**src/rtl/mac_pkg.sv**
```systemverilog
// Shared defaults and saturation helpers for the multiply-accumulate array.
package mac_pkg;
  localparam int DEF_A_WIDTH   = 8;
  localparam int DEF_B_WIDTH   = 8;
  localparam int DEF_ACC_WIDTH = 32;
  localparam int DEF_N_LANES   = 4;
  localparam int DEF_OUT_WIDTH = 16;
  localparam int DEF_SHIFT     = 0;

  // Upper (2^(w-1)-1) or lower (-2^(w-1)) clip limit for a w-bit signed result.
  function automatic logic signed [63:0] sat_limit(input int width, input bit upper);
    logic signed [63:0] lim;
    lim = 64'sd1 <<< (width - 1);
    return upper ? (lim - 64'sd1) : -lim;
  endfunction
endpackage

```
**src/rtl/mac_lane.sv**
```systemverilog
// One MAC lane: product register, wrapping accumulator, shift and saturating output register.
module mac_lane
  import mac_pkg::*;
#(
  parameter int A_WIDTH   = DEF_A_WIDTH,
  parameter int B_WIDTH   = DEF_B_WIDTH,
  parameter int ACC_WIDTH = DEF_ACC_WIDTH,
  parameter int OUT_WIDTH = DEF_OUT_WIDTH,
  parameter int SHIFT     = DEF_SHIFT
) (
  input  logic                        clk,
  input  logic                        rst_n,
  input  logic                        i_s1_load,
  input  logic                        i_s2_load,
  input  logic                        i_s2_first,
  input  logic                        i_out_load,
  input  logic signed [A_WIDTH-1:0]   i_a,
  input  logic signed [B_WIDTH-1:0]   i_b,
  output logic signed [OUT_WIDTH-1:0] o_result,
  output logic                        o_sat
);
  localparam int PW = A_WIDTH + B_WIDTH;
  localparam logic signed [63:0] SAT_MAX = sat_limit(OUT_WIDTH, 1'b1);
  localparam logic signed [63:0] SAT_MIN = sat_limit(OUT_WIDTH, 1'b0);

  logic signed [PW-1:0]        r_prod;
  logic signed [ACC_WIDTH-1:0] r_acc;
  logic signed [OUT_WIDTH-1:0] r_result;
  logic                        r_sat;
  logic signed [PW-1:0]        w_prod;
  logic signed [ACC_WIDTH-1:0] w_acc_next;
  logic signed [ACC_WIDTH-1:0] w_shift;
  logic signed [63:0]          w_wide;
  logic signed [OUT_WIDTH-1:0] w_result;
  logic                        w_sat;

  always_comb begin
    w_prod     = PW'(i_a) * PW'(i_b);
    w_acc_next = i_s2_first ? ACC_WIDTH'(r_prod) : r_acc + ACC_WIDTH'(r_prod);
    // Output is taken from the stage-2 accumulator, one edge after it settles.
    w_shift    = r_acc >>> SHIFT;
    w_wide     = 64'(w_shift);
    w_sat      = 1'b0;
    w_result   = OUT_WIDTH'(w_wide);
    if (w_wide > SAT_MAX) begin
      w_result = OUT_WIDTH'(SAT_MAX);
      w_sat    = 1'b1;
    end else if (w_wide < SAT_MIN) begin
      w_result = OUT_WIDTH'(SAT_MIN);
      w_sat    = 1'b1;
    end
  end

  always_ff @(posedge clk or negedge rst_n) begin
    if (!rst_n) begin
      r_prod   <= '0;
      r_acc    <= '0;
      r_result <= '0;
      r_sat    <= 1'b0;
    end else begin
      if (i_s1_load)  r_prod <= w_prod;
      if (i_s2_load)  r_acc  <= w_acc_next;
      if (i_out_load) begin
        r_result <= w_result;
        r_sat    <= w_sat;
      end
    end
  end

  assign o_result = r_result;
  assign o_sat    = r_sat;
endmodule

```
**src/rtl/mac_array.sv**
```systemverilog
// N-lane signed MAC array: product stage, accumulate stage, saturating output register.
// Handshake: a beat transfers on a rising edge with in_valid && in_ready; a result transfers
// with out_valid && out_ready; a held result (out_valid && !out_ready) freezes the whole pipe.
module mac_array
  import mac_pkg::*;
#(
  parameter int A_WIDTH   = DEF_A_WIDTH,
  parameter int B_WIDTH   = DEF_B_WIDTH,
  parameter int ACC_WIDTH = DEF_ACC_WIDTH,
  parameter int N_LANES   = DEF_N_LANES,
  parameter int OUT_WIDTH = DEF_OUT_WIDTH,
  parameter int SHIFT     = DEF_SHIFT
) (
  input  logic                           clk,
  input  logic                           rst_n,
  input  logic                           in_valid,
  output logic                           in_ready,
  input  logic                           in_first,
  input  logic                           in_last,
  input  logic [N_LANES*A_WIDTH-1:0]     a_in,
  input  logic [N_LANES*B_WIDTH-1:0]     b_in,
  output logic                           out_valid,
  input  logic                           out_ready,
  output logic [N_LANES*OUT_WIDTH-1:0]   result,
  output logic [N_LANES-1:0]             sat,
  output logic                           busy,
  output logic                           protocol_err
);
  logic r_s1_valid, r_s1_first, r_s1_last;
  logic r_s2_valid, r_s2_last;
  logic r_out_valid, r_open, r_perr;
  logic w_stall, w_accept, w_s2_load, w_out_load;

  assign w_stall    = r_out_valid && !out_ready;
  assign w_accept   = in_valid && !w_stall;
  assign w_s2_load  = !w_stall && r_s1_valid;
  assign w_out_load = !w_stall && r_s2_valid && r_s2_last;

  always_ff @(posedge clk or negedge rst_n) begin
    if (!rst_n) begin
      r_s1_valid  <= 1'b0;
      r_s1_first  <= 1'b0;
      r_s1_last   <= 1'b0;
      r_s2_valid  <= 1'b0;
      r_s2_last   <= 1'b0;
      r_out_valid <= 1'b0;
      r_open      <= 1'b0;
      r_perr      <= 1'b0;
    end else begin
      if (!w_stall) begin
        r_s1_valid  <= in_valid;
        r_s1_first  <= in_first;
        r_s1_last   <= in_last;
        r_s2_valid  <= r_s1_valid;
        r_s2_last   <= r_s1_last;
        r_out_valid <= r_s2_valid && r_s2_last;
      end
      // A first while a vector is still open restarts it and is flagged permanently.
      if (w_accept) begin
        if (in_first && r_open) r_perr <= 1'b1;
        if (in_last)            r_open <= 1'b0;
        else if (in_first)      r_open <= 1'b1;
      end
    end
  end

  for (genvar gi = 0; gi < N_LANES; gi++) begin : g_lane
    mac_lane #(
      .A_WIDTH  (A_WIDTH),
      .B_WIDTH  (B_WIDTH),
      .ACC_WIDTH(ACC_WIDTH),
      .OUT_WIDTH(OUT_WIDTH),
      .SHIFT    (SHIFT)
    ) u_lane (
      .clk       (clk),
      .rst_n     (rst_n),
      .i_s1_load (w_accept),
      .i_s2_load (w_s2_load),
      .i_s2_first(r_s1_first),
      .i_out_load(w_out_load),
      .i_a       (a_in[gi*A_WIDTH +: A_WIDTH]),
      .i_b       (b_in[gi*B_WIDTH +: B_WIDTH]),
      .o_result  (result[gi*OUT_WIDTH +: OUT_WIDTH]),
      .o_sat     (sat[gi])
    );
  end

  assign in_ready     = !w_stall;
  assign out_valid    = r_out_valid;
  assign busy         = r_open || r_s1_valid || r_s2_valid;
  assign protocol_err = r_perr;
endmodule

```
**config.mk**
```make
export PLATFORM = sky130hd
export DESIGN_NAME = mac_array
export DESIGN_NICKNAME = d
export VERILOG_FILES = /design/src/rtl/mac_pkg.sv /design/src/rtl/mac_lane.sv /design/src/rtl/mac_array.sv
export SDC_FILE = /design/constraint.sdc
export NUM_CORES = 1
export LEC_CHECK = 0
export ABC_AREA = 0
export BUFFER_PORTS_ARGS = -buffer_cell sky130_fd_sc_hd__buf_4
export CAP_MARGIN = 40
export CORE_ASPECT_RATIO = 1.25
export CORE_MARGIN = 2
export CORE_UTILIZATION = 65
export DETAILED_ROUTE_END_ITERATION = 7
export GPL_TIMING_DRIVEN = 0
export PLACE_DENSITY = 0.84
export SYNTH_ARGS = -nofsm -noshare
export SYNTH_HDL_FRONTEND = slang
export SYNTH_SLANG_ARGS = --single-unit
```
**constraint.sdc**
```tcl
create_clock -name clk -period 7.2 [get_ports clk]
set_input_delay 0 -clock clk [delete_from_list [all_inputs] [get_ports clk]]
set_output_delay 0 -clock clk [all_outputs]
set_load 0.005 [all_outputs]
```
==> results of run 1 <==
## final cells by class
type	instances	area share
plain buffers	95	0.0126
clock buffers	34	0.0254
clock inverters	12	0.00557
inverters	376	0.0476
multi-input cells	2327	0.615
flip-flops and latches	268	0.226
well taps	552	0.0233
repair buffers	161	0.0440
## worst max-delay path, cell delays in order
cell and delay (ns):
dlygate4sd3_1 0.54, buf_4 0.16, nand2b_1 0.16, fa_1 0.46
fa_1 0.57, inv_1 0.06, fa_1 0.53, inv_1 0.05
fa_1 0.53, inv_1 0.04, ha_1 0.30, o21ai_0 0.12
a21boi_0 0.18, o21ai_0 0.22, nand2b_1 0.12, a21o_1 0.19
a21o_1 0.19, a21oi_1 0.18, mux2i_1 0.19, o311ai_0 0.13
## sequential cells by signal, summed over array words and instances, names as in the netlist
| name | flops |
|---|---|
| out_valid | 1 |
| g_lane.u_lane.r_prod | 64 |
| g_lane.u_lane.o_sat | 4 |
| protocol_err | 1 |
| g_lane.u_lane.o_result | 64 |
| r_s1_valid | 1 |
| r_open | 1 |
| r_s1_first | 1 |
| r_s2_last | 1 |
| r_s1_last | 1 |
| g_lane.u_lane.r_acc | 128 |
| r_s2_valid | 1 |
## synthesized netlist by cell type (72+ instances only)
cell type	count	share of area
inv_1	376	0.053
nand2_1	371	0.052
dfrtp_1	268	0.25
o21ai_0	245	0.046
ha_1	240	0.11
fa_1	224	0.17
nor2_1	183	0.026
and2_1	177	0.041
a21oi_1	170	0.032
xnor2_1	105	0.034
clkbuf_1	79	0.011
a21o_1	72	0.020
## through the flow
stage,instance area (µm²),hold WS (ns),instances,util
global route,29700,0.0523,3825,0.727
detailed placement,28600,0.0614,3763,0.700
floorplan,26700,-0.296,3066,-
global placement,28500,0.178,3759,0.698
CTS,29700,0.00584,3825,0.727
finish,29700,0.0108,3825,0.727
## worst paths after layout
check | to | slack [ns] | cells past startpoint | startpoint
min | g_lane[2].u_lane.r_prod[1]$_DFFE_PN0P_ | 0.01 | 5 | a_in[17]
min reg2reg | g_lane[1].u_lane.o_result[5]$_DFFE_PN0P_ | 0.48 | 2 | g_lane[1].u_lane.o_result[5]$_DFFE_PN0P_
max | g_lane[1].u_lane.r_prod[14]$_DFFE_PN0P_ | 2.67 | 20 | a_in[8]
max reg2reg | g_lane[3].u_lane.r_acc[28]$_DFFE_PN0P_ | 2.83 | 13 | g_lane[3].u_lane.r_prod[0]$_DFFE_PN0P_
max in group asynchronous | g_lane[2].u_lane.r_prod[2]$_DFFE_PN0P_ | 5.83 | 4 | rst_n
min in group asynchronous | g_lane[3].u_lane.o_result[10]$_DFFE_PN0P_ | 0.05 | 2 | rst_n
## logic make-up after synthesis
| kind of cell | synth area share |
|---|---|
| flops | 0.251 |
| simple gates | 0.166 |
| mux | 0.00926 |
| compound gates | 0.174 |
| fa+ha+maj | 0.280 |
| buf+inv | 0.0668 |
| xor+xnor | 0.0527 |
## routing by layer
metal | vias to the layer above | GRT usage | routed length [µm]
li1 | 10684 | - | -
met1 | 11261 | 0.422 | 27600
met2 | 853 | 0.589 | 35000
met3 | 241 | 0.0432 | 4640
met4 | 2 | 0.179 | 4090
met5 | - | 0 | 11
## cells in the final DEF (no fill, tap or decap), types with 31 or more instances in the layout
cell type,netlist,layout
a21o_1,72,72
a21oi_1,170,170
and2_1,177,177
buf_4,4,144
clkbuf_1,79,81
dfrtp_1,268,268
fa_1,224,224
ha_1,240,240
inv_1,376,376
nand2_1,371,371
nand2b_1,33,33
nand3_1,42,42
nor2_1,183,183
o211ai_1,31,31
o21a_1,42,42
o21ai_0,245,245
xnor2_1,105,105
xor2_1,56,56
## repair_timing
action	in CTS	in global routing
endpoints found under the hold margin	100	0
hold buffers	16	0
setup endpoints to repair	0	0
## power by group through the flow
stage                     logic (µW)  clock network, µW  registers, µW
after global routing           10800               1560           3160
after CTS                       9550               1500           3060
after detailed placement        9460                  0           3080
final                           9640               1490           3100
after global placement          9090                  0           3050
after floorplan                 7240                  0           2740
==> impl_table.tex, run 1 <==
\begin{tabular}{lr}
\hline
Metric & Value \\
\hline
\multicolumn{2}{l}{\textbf{Run status}} \\
\quad Result of the run & completed \\
\multicolumn{2}{l}{\textbf{Pwr}} \\
\quad Power, Total & 14200 µW \\
\quad Switching share of power & 0.490 \\
\quad Part of the power in registers & 0.218 \\
\quad Maximum ir drop on the vdd rail & 0.228 mV \\
\quad Switching power total & 6980 µW \\
\quad Clock Power Share & 0.105 \\
\quad Part of the total power dissipated in combinational logic & 0.677 \\
\quad Ratio of total power to cell area & 480 mW/mm² \\
\quad Internal Power & 7260 µW \\
\quad Leakage & 0.0145 µW \\
\multicolumn{2}{l}{\textbf{STA}} \\
\quad Crit share post-route & 0.629 \\
\quad Setup violators final & 0 \\
\quad Clock Skew & 0.0112 ns \\
\quad Final-layout setup total negative slack & 0 ns \\
\quad Count of endpoints failing hold in the final timing report & 0 \\
\quad Unrepaired setup endpoints after global routing & false \\
\quad Worst setup margin & 2.67 ns \\
\quad Post-layout min period & 4.53 ns \\
\quad Remaining max-slew budget at the tightest pin & 0.319 \\
\quad Slew at the pin closest to its max-slew limit & 1.02 ns \\
\quad Max Clk Rate & 221 MHz \\
\quad Number of max-slew violations in the final report & 0 \\
\multicolumn{2}{l}{\textbf{Worst setup path}} \\
\quad Type of the setup path with the least slack & primary input to flop \\
\quad Data arrival time of the critical path & 4.94 ns \\
\quad Critical path capture point type & flop \\
\quad Critical path fanouts, max & 8 \\
\quad Startpoint Class & primary input \\
\quad Worst endpoint required time & 7.61 ns \\
\multicolumn{2}{l}{\textbf{Hold path}} \\
\quad Hold Crit Class & primary input to flop \\
\multicolumn{2}{l}{\textbf{Finish}} \\
\quad Ant diodes & 0 \\
\quad Filler cell count in the final layout & 3115 \\
\quad Fraction of layout cells with a size suffix above 1 & 0.0651 \\
\quad Footprint of the multi-input gates & 0.0183 mm² \\
\quad Syn-to-layout area delta & 10.9\% \\
\quad \# nets final & 3790 \\
\quad Area used by sequential logic in the layout & 0.00671 mm² \\
\multicolumn{2}{l}{\textbf{Yosys}} \\
\quad Average footprint of a synthesized cell & 8.72 µm² \\
\quad Distinct cell type count of the synthesized netlist & 65 \\
\quad Mapped Area & 0.0267 mm² \\
\quad Number of storage elements in the synthesis netlist & 268 \\
\quad Warnings from Yosys & 0 \\
\quad Post-synth EDFFs & 0 \\
\quad Synthesized net count & 3600 \\
\quad Gate count of the mapped netlist & 3066 \\
\quad Sequential-to-total area share from yosys stat & 0.251 \\
\quad Fraction of registers with async set or reset after synthesis & 1.00 \\
\quad Flip-flop cell with the highest count after synthesis & dfrtp\_1 \\
\multicolumn{2}{l}{\textbf{Drt}} \\
\quad Count of TritonRoute iterations in the first routing pass & 7 \\
\quad Routed via count divided by cell count & 6.02 \\
\quad Overall via count from detail\_route & 23041 \\
\quad Wire per inst & 18.6 µm \\
\quad Detailed-route DRC error count & 0 \\
\quad Starting DRC count in detailed routing & 1739 \\
\quad Post-Route WL & 71300 µm \\
\quad ANT nets after route & 0 \\
\multicolumn{2}{l}{\textbf{GRT}} \\
\quad Number of antenna violations at the first check in global routing & 1 \\
\quad Global Route Usage Sum & 0.343 \\
\quad Maximum number of pins on one net before global-route repair & 95 \\
\quad Via count of the first global-routing pass & 23735 \\
\quad First-pass GRT wire length & 117000 µm \\
\quad Total global routing overflow & 0 \\
\multicolumn{2}{l}{\textbf{Die}} \\
\quad Standard-cell rows & 83 \\
\quad Core area & 0.0408 mm² \\
\quad I/O pin count & 142 \\
\quad Chip height & 231 µm \\
\quad Overall die width & 185 µm \\
\quad Starting Density & 0.655 \\
\quad Area enclosed by the die boundary & 0.0428 mm² \\
\multicolumn{2}{l}{\textbf{Clocking}} \\
\quad TritonCTS clock tree & built \\
\quad Count of H-tree levels built during CTS & 1 \\
\quad Buffer cell driving the clock tree root & clkbuf\_16 \\
\quad Clock Sink Count & 268 \\
\quad Post-CTS repair timing setup buffer count & 0 \\
\quad Inserted Clock Buffers & 27 \\
\quad Quantity of gates resized following cts & 0 \\
\quad Number of buffers on the longest clock path & 3 \\
\quad Clock input transition at the sequential cells of the worst setup and hold paths & 0.07 ns \\
\quad Clock Latency Late Sink & 0.56 ns \\
\multicolumn{2}{l}{\textbf{Placed design}} \\
\quad Post-detail-place hpwl & 56600 µm \\
\quad Worst setup slack after placement & 2.64 ns \\
\quad Port-buffer cells & 141 \\
\quad Final estimated routing congestion in global placement & 0.971 \\
\multicolumn{2}{l}{\textbf{Flow run}} \\
\quad Max-cap violations & 0 \\
\hline
\end{tabular}
(Power assumes the default switching activity.)
==> inputs of run 2 (changes only) <==
Settings changed: ABC_AREA 0 to 1, CORE_UTILIZATION 65 to 64, PLACE_DENSITY 0.84 to 0.83.
Clock period 7.2 ns to 4.8 ns, I/O delays scaled along.
==> run 2 against run 1 <==
Net effect: first-iteration DRC count increased by 25%; utilization decreased by 2.6 points; via count increased by 24%; critical path depth decreased by 4; register-to-register slack got worse by 0.75 ns; synthesized area increased by 13%; critical endpoint is now g_lane[1].u_lane.r_prod[10]$_DFFE_PN0P_; highest routed layer unchanged.
==> impl_table.tex, run 2 <==
\begin{tabular}{lr}
\hline
Metric & Value \\
\hline
\multicolumn{2}{l}{\textbf{Yosys}} \\
\quad Warnings from Yosys & 0 (unchanged) \\
\quad Distinct cell type count of the synthesized netlist & 48 (-26\%) \\
\quad Flip-flop cell with the highest count after synthesis & dfrtp\_1 \\
\quad Sequential-to-total area share from yosys stat & 0.222 (-0.0286) \\
\quad Mapped Area & 0.0302 mm² (+13\%) \\
\quad Number of storage elements in the synthesis netlist & 268 (unchanged) \\
\quad Gate count of the mapped netlist & 4414 (+44\%) \\
\quad Average footprint of a synthesized cell & 6.84 µm² (-22\%) \\
\quad Synthesized net count & 4948 (+37\%) \\
\quad Commonest cells in the netlist & nand2\_1, inv\_1, nor2\_1, dfrtp\_1, a21oi\_1 \\
\quad Post-synth EDFFs & 0 (unchanged) \\
\quad Top cell type's share of synthesized area & 0.222 (-0.0286) \\
\quad Fraction of registers with async set or reset after synthesis & 1.00 (unchanged) \\
\quad Cell taking the most area after synthesis & dfrtp\_1 \\
\quad Most common cell in the synthesized netlist & nand2\_1 \\
\quad Cell types with the largest area share after synthesis & dfrtp\_1, nand2\_1, fa\_1 \\
\multicolumn{2}{l}{\textbf{Worst setup path}} \\
\quad Slack of the worst reg-to-reg path & 2.08 ns (-0.75 ns) \\
\quad Crit path cell chain & dlygate4sd3\_1 > clkbuf\_1 > or2\_2 > fa\_1 > fa\_1 > inv\_1 > fa\_1 > inv\_1 > fa\_1 > inv\_1 > ha\_1 > a21oi\_1 > o21ai\_0 > a21oi\_1 > xor2\_1 > o21ai\_0 \\
\quad Critical path fanouts, max & 8 (unchanged) \\
\quad Critical path capture point type & flop \\
\quad Startpoint Class & primary input \\
\quad Maximum single-stage delay on the critical path & 0.55 ns (-0.02 ns) \\
\quad Bufs and invs on worst path & 5 (unchanged) \\
\quad Top Family by Delay on Critical Path & adder cells \\
\quad Data arrival time of the critical path & 4.93 ns (about the same) \\
\quad Type of the setup path with the least slack & primary input to flop \\
\quad Most prevalent standard cell on the critical path & fa\_1 \\
\quad Critical-path top delay cell & dlygate4sd3\_1 \\
\quad Worst endpoint required time & 5.22 ns (-2.39 ns) \\
\multicolumn{2}{l}{\textbf{Drt}} \\
\quad Post-Route WL & 86800 µm (+22\%) \\
\quad Wire per inst & 16.7 µm (-11\%) \\
\quad Starting DRC count in detailed routing & 2166 (+25\%) \\
\quad Detailed-route DRC error count & 0 (unchanged) \\
\quad Overall via count from detail\_route & 28627 (+24\%) \\
\quad Count of TritonRoute iterations in the first routing pass & 6 (-1) \\
\quad ANT nets after route & 0 (unchanged) \\
\quad Routed via count divided by cell count & 5.50 (-8.7\%) \\
\multicolumn{2}{l}{\textbf{Placed design}} \\
\quad Worst setup slack after placement & 0.247 ns (-2.39 ns) \\
\quad Final estimated routing congestion in global placement & 0.985 (+1.4\%) \\
\quad Post-detail-place hpwl & 69000 µm (+22\%) \\
\quad Port-buffer cells & 81 (-43\%) \\
\multicolumn{2}{l}{\textbf{Clocking}} \\
\quad Clock Sink Count & 268 (unchanged) \\
\quad Clock Latency Late Sink & 0.60 ns (+0.04 ns) \\
\quad Number of buffers on the longest clock path & 3 (unchanged) \\
\quad Quantity of gates resized following cts & 0 (unchanged) \\
\quad Inserted Clock Buffers & 27 (unchanged) \\
\quad Buffer cell driving the clock tree root & clkbuf\_16 \\
\quad Post-CTS repair timing setup buffer count & 0 (unchanged) \\
\quad Count of H-tree levels built during CTS & 1 (unchanged) \\
\quad Clock input transition at the sequential cells of the worst setup and hold paths & 0.06 ns (about the same) \\
\quad TritonCTS clock tree & built \\
\multicolumn{2}{l}{\textbf{Die}} \\
\quad Starting Density & 0.644 (-0.0114) \\
\quad Core area & 0.0469 mm² (+15\%) \\
\quad Overall die width & 198 µm (+6.9\%) \\
\quad I/O pin count & 142 (unchanged) \\
\quad Standard-cell rows & 89 (+7.2\%) \\
\quad Chip height & 247 µm (+6.9\%) \\
\quad Area enclosed by the die boundary & 0.0489 mm² (+14\%) \\
\multicolumn{2}{l}{\textbf{Flow run}} \\
\quad Max-cap violations & 0 (unchanged) \\
\multicolumn{2}{l}{\textbf{STA}} \\
\quad Max Clk Rate & 222 MHz \\
\quad Setup violators final & 0 (unchanged) \\
\quad Unrepaired setup endpoints after global routing & false \\
\quad Clock Skew & 0.0318 ns (+0.0206 ns) \\
\quad Slew at the pin closest to its max-slew limit & 0.934 ns (-0.0876 ns) \\
\quad Post-layout min period & 4.51 ns \\
\quad Count of endpoints failing hold in the final timing report & 0 (unchanged) \\
\quad Worst Hold Slack & 0.0313 ns (+0.0205 ns) \\
\quad Number of max-slew violations in the final report & 0 (unchanged) \\
\quad Remaining max-slew budget at the tightest pin & 0.377 (+0.0584) \\
\quad Crit share post-route & 0.939 \\
\quad Worst setup margin & 0.291 ns (-2.38 ns) \\
\quad Final-layout setup total negative slack & 0 ns (unchanged) \\
\multicolumn{2}{l}{\textbf{GRT}} \\
\quad Via count of the first global-routing pass & 27954 (+18\%) \\
\quad GR Util met2 & 0.606 (+0.0168) \\
\quad Global routing usage on met1 & 0.441 (+0.0195) \\
\quad Global Route Usage Sum & 0.358 (+0.0151) \\
\quad Maximum number of pins on one net before global-route repair & 96 (+1.1\%) \\
\quad Number of antenna violations at the first check in global routing & 3 (+2) \\
\quad Global-route track usage on met3 & 0.0451 (+0.00192) \\
\quad Global route hottest layer & met2 \\
\quad First-pass GRT wire length & 139000 µm (+18\%) \\
\quad Total global routing overflow & 0 (unchanged) \\
\multicolumn{2}{l}{\textbf{Pwr}} \\
\quad Clock Power Share & 0.094 (-0.011) \\
\quad Switching power total & 13900 µW (+100\%) \\
\quad Ratio of total power to cell area & 769 mW/mm² (+60\%) \\
\quad Maximum ir drop on the vdd rail & 0.348 mV (+53\%) \\
\quad Internal Power & 11300 µW (+56\%) \\
\quad Switching share of power & 0.552 (+0.0620) \\
\quad Power, Total & 25300 µW (+77\%) \\
\quad Leakage & 0.0186 µW (+28\%) \\
\quad Part of the total power dissipated in combinational logic & 0.719 (+0.042) \\
\quad Part of the power in registers & 0.186 (-0.032) \\
\multicolumn{2}{l}{\textbf{Finish}} \\
\quad Filler cell count in the final layout & 4054 (+30\%) \\
\quad Leading cell type in the layout, fill and taps excluded & nand2\_1 \\
\quad Most flops, register & g\_lane.u\_lane.r\_acc \\
\quad \# nets final & 5078 (+34\%) \\
\quad Fraction of layout cells with a size suffix above 1 & 0.0513 (-0.0138) \\
\quad Largest register FFs & 128 (unchanged) \\
\quad Syn-to-layout area delta & 8.77\% \\
\quad Commonest cells after routing, fill and taps aside & nand2\_1, inv\_1, nor2\_1, dfrtp\_1, a21oi\_1 \\
\multicolumn{2}{l}{\textbf{Hold path}} \\
\quad Hold Crit Class & primary input to asynchronous set/reset pin \\
\multicolumn{2}{l}{\textbf{Run status}} \\
\quad Result of the run & completed \\
\hline
\end{tabular}
[run 2: changes by cell type in the layout (fill, tap and decap cells not counted), moves of 91 or more]
cell | previous run | this run
nor2_1 | 183 | 352
nand3_1 | 42 | 189
and2_1 | 177 | 7
nand2_1 | 371 | 1246
inv_1 | 376 | 916
a21oi_1 | 170 | 261
[run 2: through the flow]
step	utilization	std cells	area (µm²)
2_1_floorplan	-	4414	30200
3_3_place_gp	0.674	5132	31600
3_5_place_dp	0.676	5136	31700
4_1_cts	0.700	5201	32800
5_1_grt	0.700	5203	32800
6_report	0.700	5204	32800
[run 2: worst paths after layout]
| kind | from | to | cells after the start |
|---|---|---|---|
| setup reg to reg | g_lane[2].u_lane.r_prod[15]$_DFFE_PN0P_ | g_lane[2].u_lane.r_acc[29]$_DFFE_PN0P_ | 10 |
| hold reg to reg | r_s1_last$_DFFE_PN0N_ | r_s2_last$_DFFE_PN0N_ | 2 |
| hold / removal | rst_n | g_lane[3].u_lane.r_acc[26]$_DFFE_PN0P_ | 2 |
| min in group clk | in_valid | g_lane[2].u_lane.r_prod[12]$_DFFE_PN0P_ | 5 |
| setup / recovery | a_in[8] | g_lane[1].u_lane.r_prod[10]$_DFFE_PN0P_ | 16 |
| max in group asynchronous | rst_n | g_lane[2].u_lane.r_acc[23]$_DFFE_PN0P_ | 4 |
[run 2: power groups by stage]
| stage | registers [µW] | clock network (µW) | logic [µW] |
|---|---|---|---|
| 2_1_floorplan | 4200 | 0 | 13200 |
| 3_3_place_gp | 4660 | 0 | 17200 |
| 3_5_place_dp | 4690 | 0 | 17600 |
| 4_1_cts | 4660 | 2370 | 17800 |
| 5_1_grt | 4790 | 2470 | 20500 |
| 6_report | 4710 | 2380 | 18200 |
[run 2: cell families after synthesis]
| kind of cell | Yosys count | share of synthesized area |
|---|---|---|
| buffers and inverters | 1062 | 0.134 |
| AND/OR/NAND/NOR | 1953 | 0.267 |
| XOR/XNOR | 83 | 0.0241 |
| adder cells (fa/ha/maj) | 464 | 0.248 |
| flip-flops | 268 | 0.222 |
| AO/OA/AOI/OAI | 584 | 0.106 |
[run 2: final cells by class]
| cell class | count | area [µm²] | area share |
|---|---|---|---|
| antenna | 2 | 5.00 | 0.000152 |
| buffer | 138 | 567 | 0.0173 |
| clock buffer | 34 | 742 | 0.0226 |
| clock inverter | 16 | 230 | 0.00701 |
| inverter | 924 | 3470 | 0.106 |
| multi-input combinational | 3084 | 19400 | 0.592 |
| sequential | 268 | 6710 | 0.204 |
| tap | 637 | 797 | 0.0243 |
| timing repair buffer | 101 | 875 | 0.0266 |
[run 2: routing by layer]
metal | share of wire | up-vias
met4 | 0.065 | 2
li1 | - | 13819
met5 | 0.00014 | -
met3 | 0.067 | 269
met1 | 0.40 | 13511
met2 | 0.47 | 1026
[run 2: repair_timing]
action                     in CTS  in global routing
setup endpoints to repair       0                  0
hold endpoints to repair      106                  0
hold buffers                   15                  0
==> inputs of run 3 (changes only) <==
Settings changed: CORE_UTILIZATION 64 to 65, CTS_BUF_LIST set to sky130_fd_sc_hd__clkbuf_4 sky130_fd_sc_hd__clkbuf_8, PLACE_DENSITY 0.83 to 0.84.
==> run 3 against run 2 <==
Net effect: clock skew up 0.0073 ns; utilization up 1.1 points; critical path depth up 1; hold slack better by 0.098 ns; sequential cell count unchanged; final cell count down 0.44%; sequential share of layout area about the same.
==> impl_table.tex, run 3 (same netlist as run 2, synthesis figures left out) <==
\begin{tabular}{lr}
\hline
Metric & Value \\
\hline
\multicolumn{2}{l}{\textbf{Run status}} \\
\quad Result of the run & completed \\
\multicolumn{2}{l}{\textbf{Hold path}} \\
\quad Worst Min Path Start & b\_in[0] \\
\quad Endpoint with the worst hold slack & g\_lane[0].u\_lane.r\_prod[1]\$\_DFFE\_PN0P\_ \\
\quad Cell depth of the worst hold path & 6 \\
\quad Hold Crit Class & primary input to flop \\
\multicolumn{2}{l}{\textbf{GRT}} \\
\quad Global Route Usage Sum & 0.363 (+0.00520) \\
\quad Maximum number of pins on one net before global-route repair & 118 (+23\%) \\
\quad Via count of the first global-routing pass & 28040 (+0.31\%) \\
\quad First-pass GRT wire length & 140000 µm (+0.72\%) \\
\quad Total global routing overflow & 0 (unchanged) \\
\quad Number of antenna violations at the first check in global routing & 1 (-2) \\
\multicolumn{2}{l}{\textbf{Clocking}} \\
\quad Buffer cell driving the clock tree root & clkbuf\_8 \\
\quad Quantity of gates resized following cts & 0 (unchanged) \\
\quad Post-CTS repair timing setup buffer count & 0 (unchanged) \\
\quad Clock Sink Count & 268 (unchanged) \\
\quad TritonCTS clock tree & built \\
\quad Clock input transition at the sequential cells of the worst setup and hold paths & 0.06 ns (about the same) \\
\quad Clock Latency Late Sink & 0.63 ns (+0.03 ns) \\
\quad Count of H-tree levels built during CTS & 2 (+1) \\
\quad Number of buffers on the longest clock path & 3 (unchanged) \\
\quad Inserted Clock Buffers & 44 (+63\%) \\
\multicolumn{2}{l}{\textbf{Worst setup path}} \\
\quad Critical path fanouts, max & 8 (unchanged) \\
\quad Type of the setup path with the least slack & primary input to flop \\
\quad Startpoint Class & primary input \\
\quad R2R cell count & 10 (unchanged) \\
\quad Critical path capture point type & flop \\
\quad Data arrival time of the critical path & 4.84 ns (-0.09 ns) \\
\quad Destination of the worst register-to-register timing path & g\_lane[0].u\_lane.r\_acc[29]\$\_DFFE\_PN0P\_ \\
\quad Slack of the worst reg-to-reg path & 2.06 ns (-0.02 ns) \\
\quad Worst endpoint required time & 5.35 ns (+0.13 ns) \\
\quad Worst flop-to-flop path startpoint & g\_lane[0].u\_lane.r\_prod[15]\$\_DFFE\_PN0P\_ \\
\multicolumn{2}{l}{\textbf{Die}} \\
\quad Core area & 0.0460 mm² (-1.8\%) \\
\quad I/O pin count & 142 (unchanged) \\
\quad Area enclosed by the die boundary & 0.0482 mm² (-1.5\%) \\
\quad Overall die width & 197 µm (-0.76\%) \\
\quad Chip height & 245 µm (-0.76\%) \\
\quad Standard-cell rows & 88 (-1.1\%) \\
\quad Starting Density & 0.656 (+0.0120) \\
\multicolumn{2}{l}{\textbf{Drt}} \\
\quad ANT nets after route & 0 (unchanged) \\
\quad Overall via count from detail\_route & 28737 (+0.38\%) \\
\quad Starting DRC count in detailed routing & 2133 (-1.5\%) \\
\quad Wire per inst & 16.5 µm (-1.0\%) \\
\quad Count of TritonRoute iterations in the first routing pass & 5 (-1) \\
\quad Post-Route WL & 85600 µm (-1.4\%) \\
\quad Routed via count divided by cell count & 5.55 (+0.83\%) \\
\quad Detailed-route DRC error count & 0 (unchanged) \\
\multicolumn{2}{l}{\textbf{STA}} \\
\quad Max Clk Rate & 233 MHz (+5.0\%) \\
\quad Clock Skew & 0.0391 ns (+0.00731 ns) \\
\quad Post-layout min period & 4.29 ns (-0.216 ns) \\
\quad Worst setup margin & 0.507 ns (+0.216 ns) \\
\quad Count of endpoints failing hold in the final timing report & 0 (unchanged) \\
\quad Number of max-slew violations in the final report & 0 (unchanged) \\
\quad Setup violators final & 0 (unchanged) \\
\quad Final-layout setup total negative slack & 0 ns (unchanged) \\
\quad Unrepaired setup endpoints after global routing & false \\
\quad Crit share post-route & 0.894 (-0.0450) \\
\quad Slew at the pin closest to its max-slew limit & 0.929 ns (-0.00508 ns) \\
\quad Remaining max-slew budget at the tightest pin & 0.381 (+0.00339) \\
\multicolumn{2}{l}{\textbf{Finish}} \\
\quad Cell area after layout & 0.0328 mm² (-0.22\%) \\
\quad Fraction of layout cells with a size suffix above 1 & 0.0579 (+0.00663) \\
\quad Leading cell type in the layout, fill and taps excluded & nand2\_1 \\
\quad Largest register FFs & 128 (unchanged) \\
\quad \# nets final & 5097 (+0.37\%) \\
\quad Most flops, register & g\_lane.u\_lane.r\_acc \\
\quad Syn-to-layout area delta & 8.54\% \\
\quad Area used by sequential logic in the layout & 0.00671 mm² (unchanged) \\
\quad Footprint of the multi-input gates & 0.0194 mm² (unchanged) \\
\quad Filler cell count in the final layout & 3939 (-2.8\%) \\
\quad Commonest cells after routing, fill and taps aside & nand2\_1, inv\_1, nor2\_1, dfrtp\_1, a21oi\_1 \\
\multicolumn{2}{l}{\textbf{Placed design}} \\
\quad Worst setup slack after placement & 0.306 ns (+0.0591 ns) \\
\quad Post-detail-place hpwl & 68600 µm (-0.55\%) \\
\quad Final estimated routing congestion in global placement & 0.985 (about the same) \\
\quad Cell Area, Placed & 0.0316 mm² (-0.12\%) \\
\quad Port-buffer cells & 81 (unchanged) \\
\multicolumn{2}{l}{\textbf{Pwr}} \\
\quad Ratio of total power to cell area & 760 mW/mm² (-1.2\%) \\
\quad Leakage & 0.0187 µW (+0.24\%) \\
\quad Maximum ir drop on the vdd rail & 0.325 mV (-6.7\%) \\
\multicolumn{2}{l}{\textbf{Flow run}} \\
\quad Max-cap violations & 0 (unchanged) \\
\hline
\end{tabular}
[run 3: changes by cell type in the layout (fill, tap and decap cells not counted)]
cell | previous run | this run
clkbuf_16 | 27 | 0
inv_6 | 2 | 0
clkbuf_8 | 4 | 51
clkinv_4 | 2 | 0
clkinvlp_4 | 4 | 2
clkbuf_4 | 0 | 12
dlygate4sd3_1 | 15 | 16
bufinv_16 | 5 | 1
inv_12 | 0 | 1
diode_2 | 2 | 1
clkinv_2 | 3 | 9
clkinv_8 | 0 | 2
buf_16 | 3 | 4
clkbuf_1 | 100 | 97
[run 3: stage by stage]
stage	hold WS, ns	power (µW)	std cells	util
final	0.129	24900	5181	0.712
after global routing	0.205	27500	5181	0.712
after CTS	0.113	24600	5180	0.712
after detailed placement	-0.0715	22300	5085	0.688
after global placement	0.210	21900	5080	0.685
after floorplan	-0.296	17400	4414	-
[run 3: layer usage]
metal / vias to the layer above / share of wire / global-route usage
met2: 1104 / 0.47 / 0.603
met4: 0 / 0.065 / 0.215
met5: - / 0 / 0
met1: 13462 / 0.40 / 0.458
met3: 273 / 0.070 / 0.0455
li1: 13898 / - / -
[run 3: worst max-delay path by stage]
stage	depth (start not counted)	startpoint	slack, ns	to
2_1_floorplan	16	a_in[16]	0.80	g_lane[2].u_lane.r_prod[12]$_DFFE_PN0P_
4_1_cts	17	a_in[8]	0.52	g_lane[1].u_lane.r_prod[11]$_DFFE_PN0P_
3_3_place_gp	19	b_in[18]	0.38	g_lane[2].u_lane.r_prod[15]$_DFFE_PN0P_
5_1_grt	17	a_in[8]	0.27	g_lane[1].u_lane.r_prod[11]$_DFFE_PN0P_
6_report	17	a_in[16]	0.51	g_lane[2].u_lane.r_prod[12]$_DFFE_PN0P_
3_5_place_dp	19	b_in[18]	0.31	g_lane[2].u_lane.r_prod[15]$_DFFE_PN0P_
[run 3: cell type report]
cell class,instances,area share
Buffer,138,0.0173
Clock inverter,15,0.00424
Timing Repair Buffer,103,0.0278
Clock buffer,63,0.0242
Inverter,924,0.106
Tap cell,585,0.0223
Antenna cell,1,0.0000764
Multi-Input combinational cell,3084,0.594
Sequential cell,268,0.205
[run 3: power breakdown]
| part | switching (µW) | total (µW) | internal, µW |
|---|---|---|---|
| registers | 1310 | 4710 | 3390 |
| clock network | 1040 | 2170 | 1140 |
| logic | 11500 | 18000 | 6530 |
[run 3: critical path: stages]
cell and delay (ns):
dlygate4sd3_1 0.53, clkbuf_1 0.22, or2_2 0.36, fa_1 0.51, fa_1 0.54, inv_1 0.05
fa_1 0.53, inv_1 0.06, fa_1 0.53, inv_1 0.04, ha_1 0.35, a21oi_1 0.21
o21ai_0 0.15, a21oi_1 0.23, o21bai_1 0.11, or2_2 0.27, a31oi_1 0.13
[run 3: repair_timing]
action                     in CTS  in global routing
hold buffers                   17                  0
setup endpoints to repair       0                  0
hold endpoints to repair      165                  0
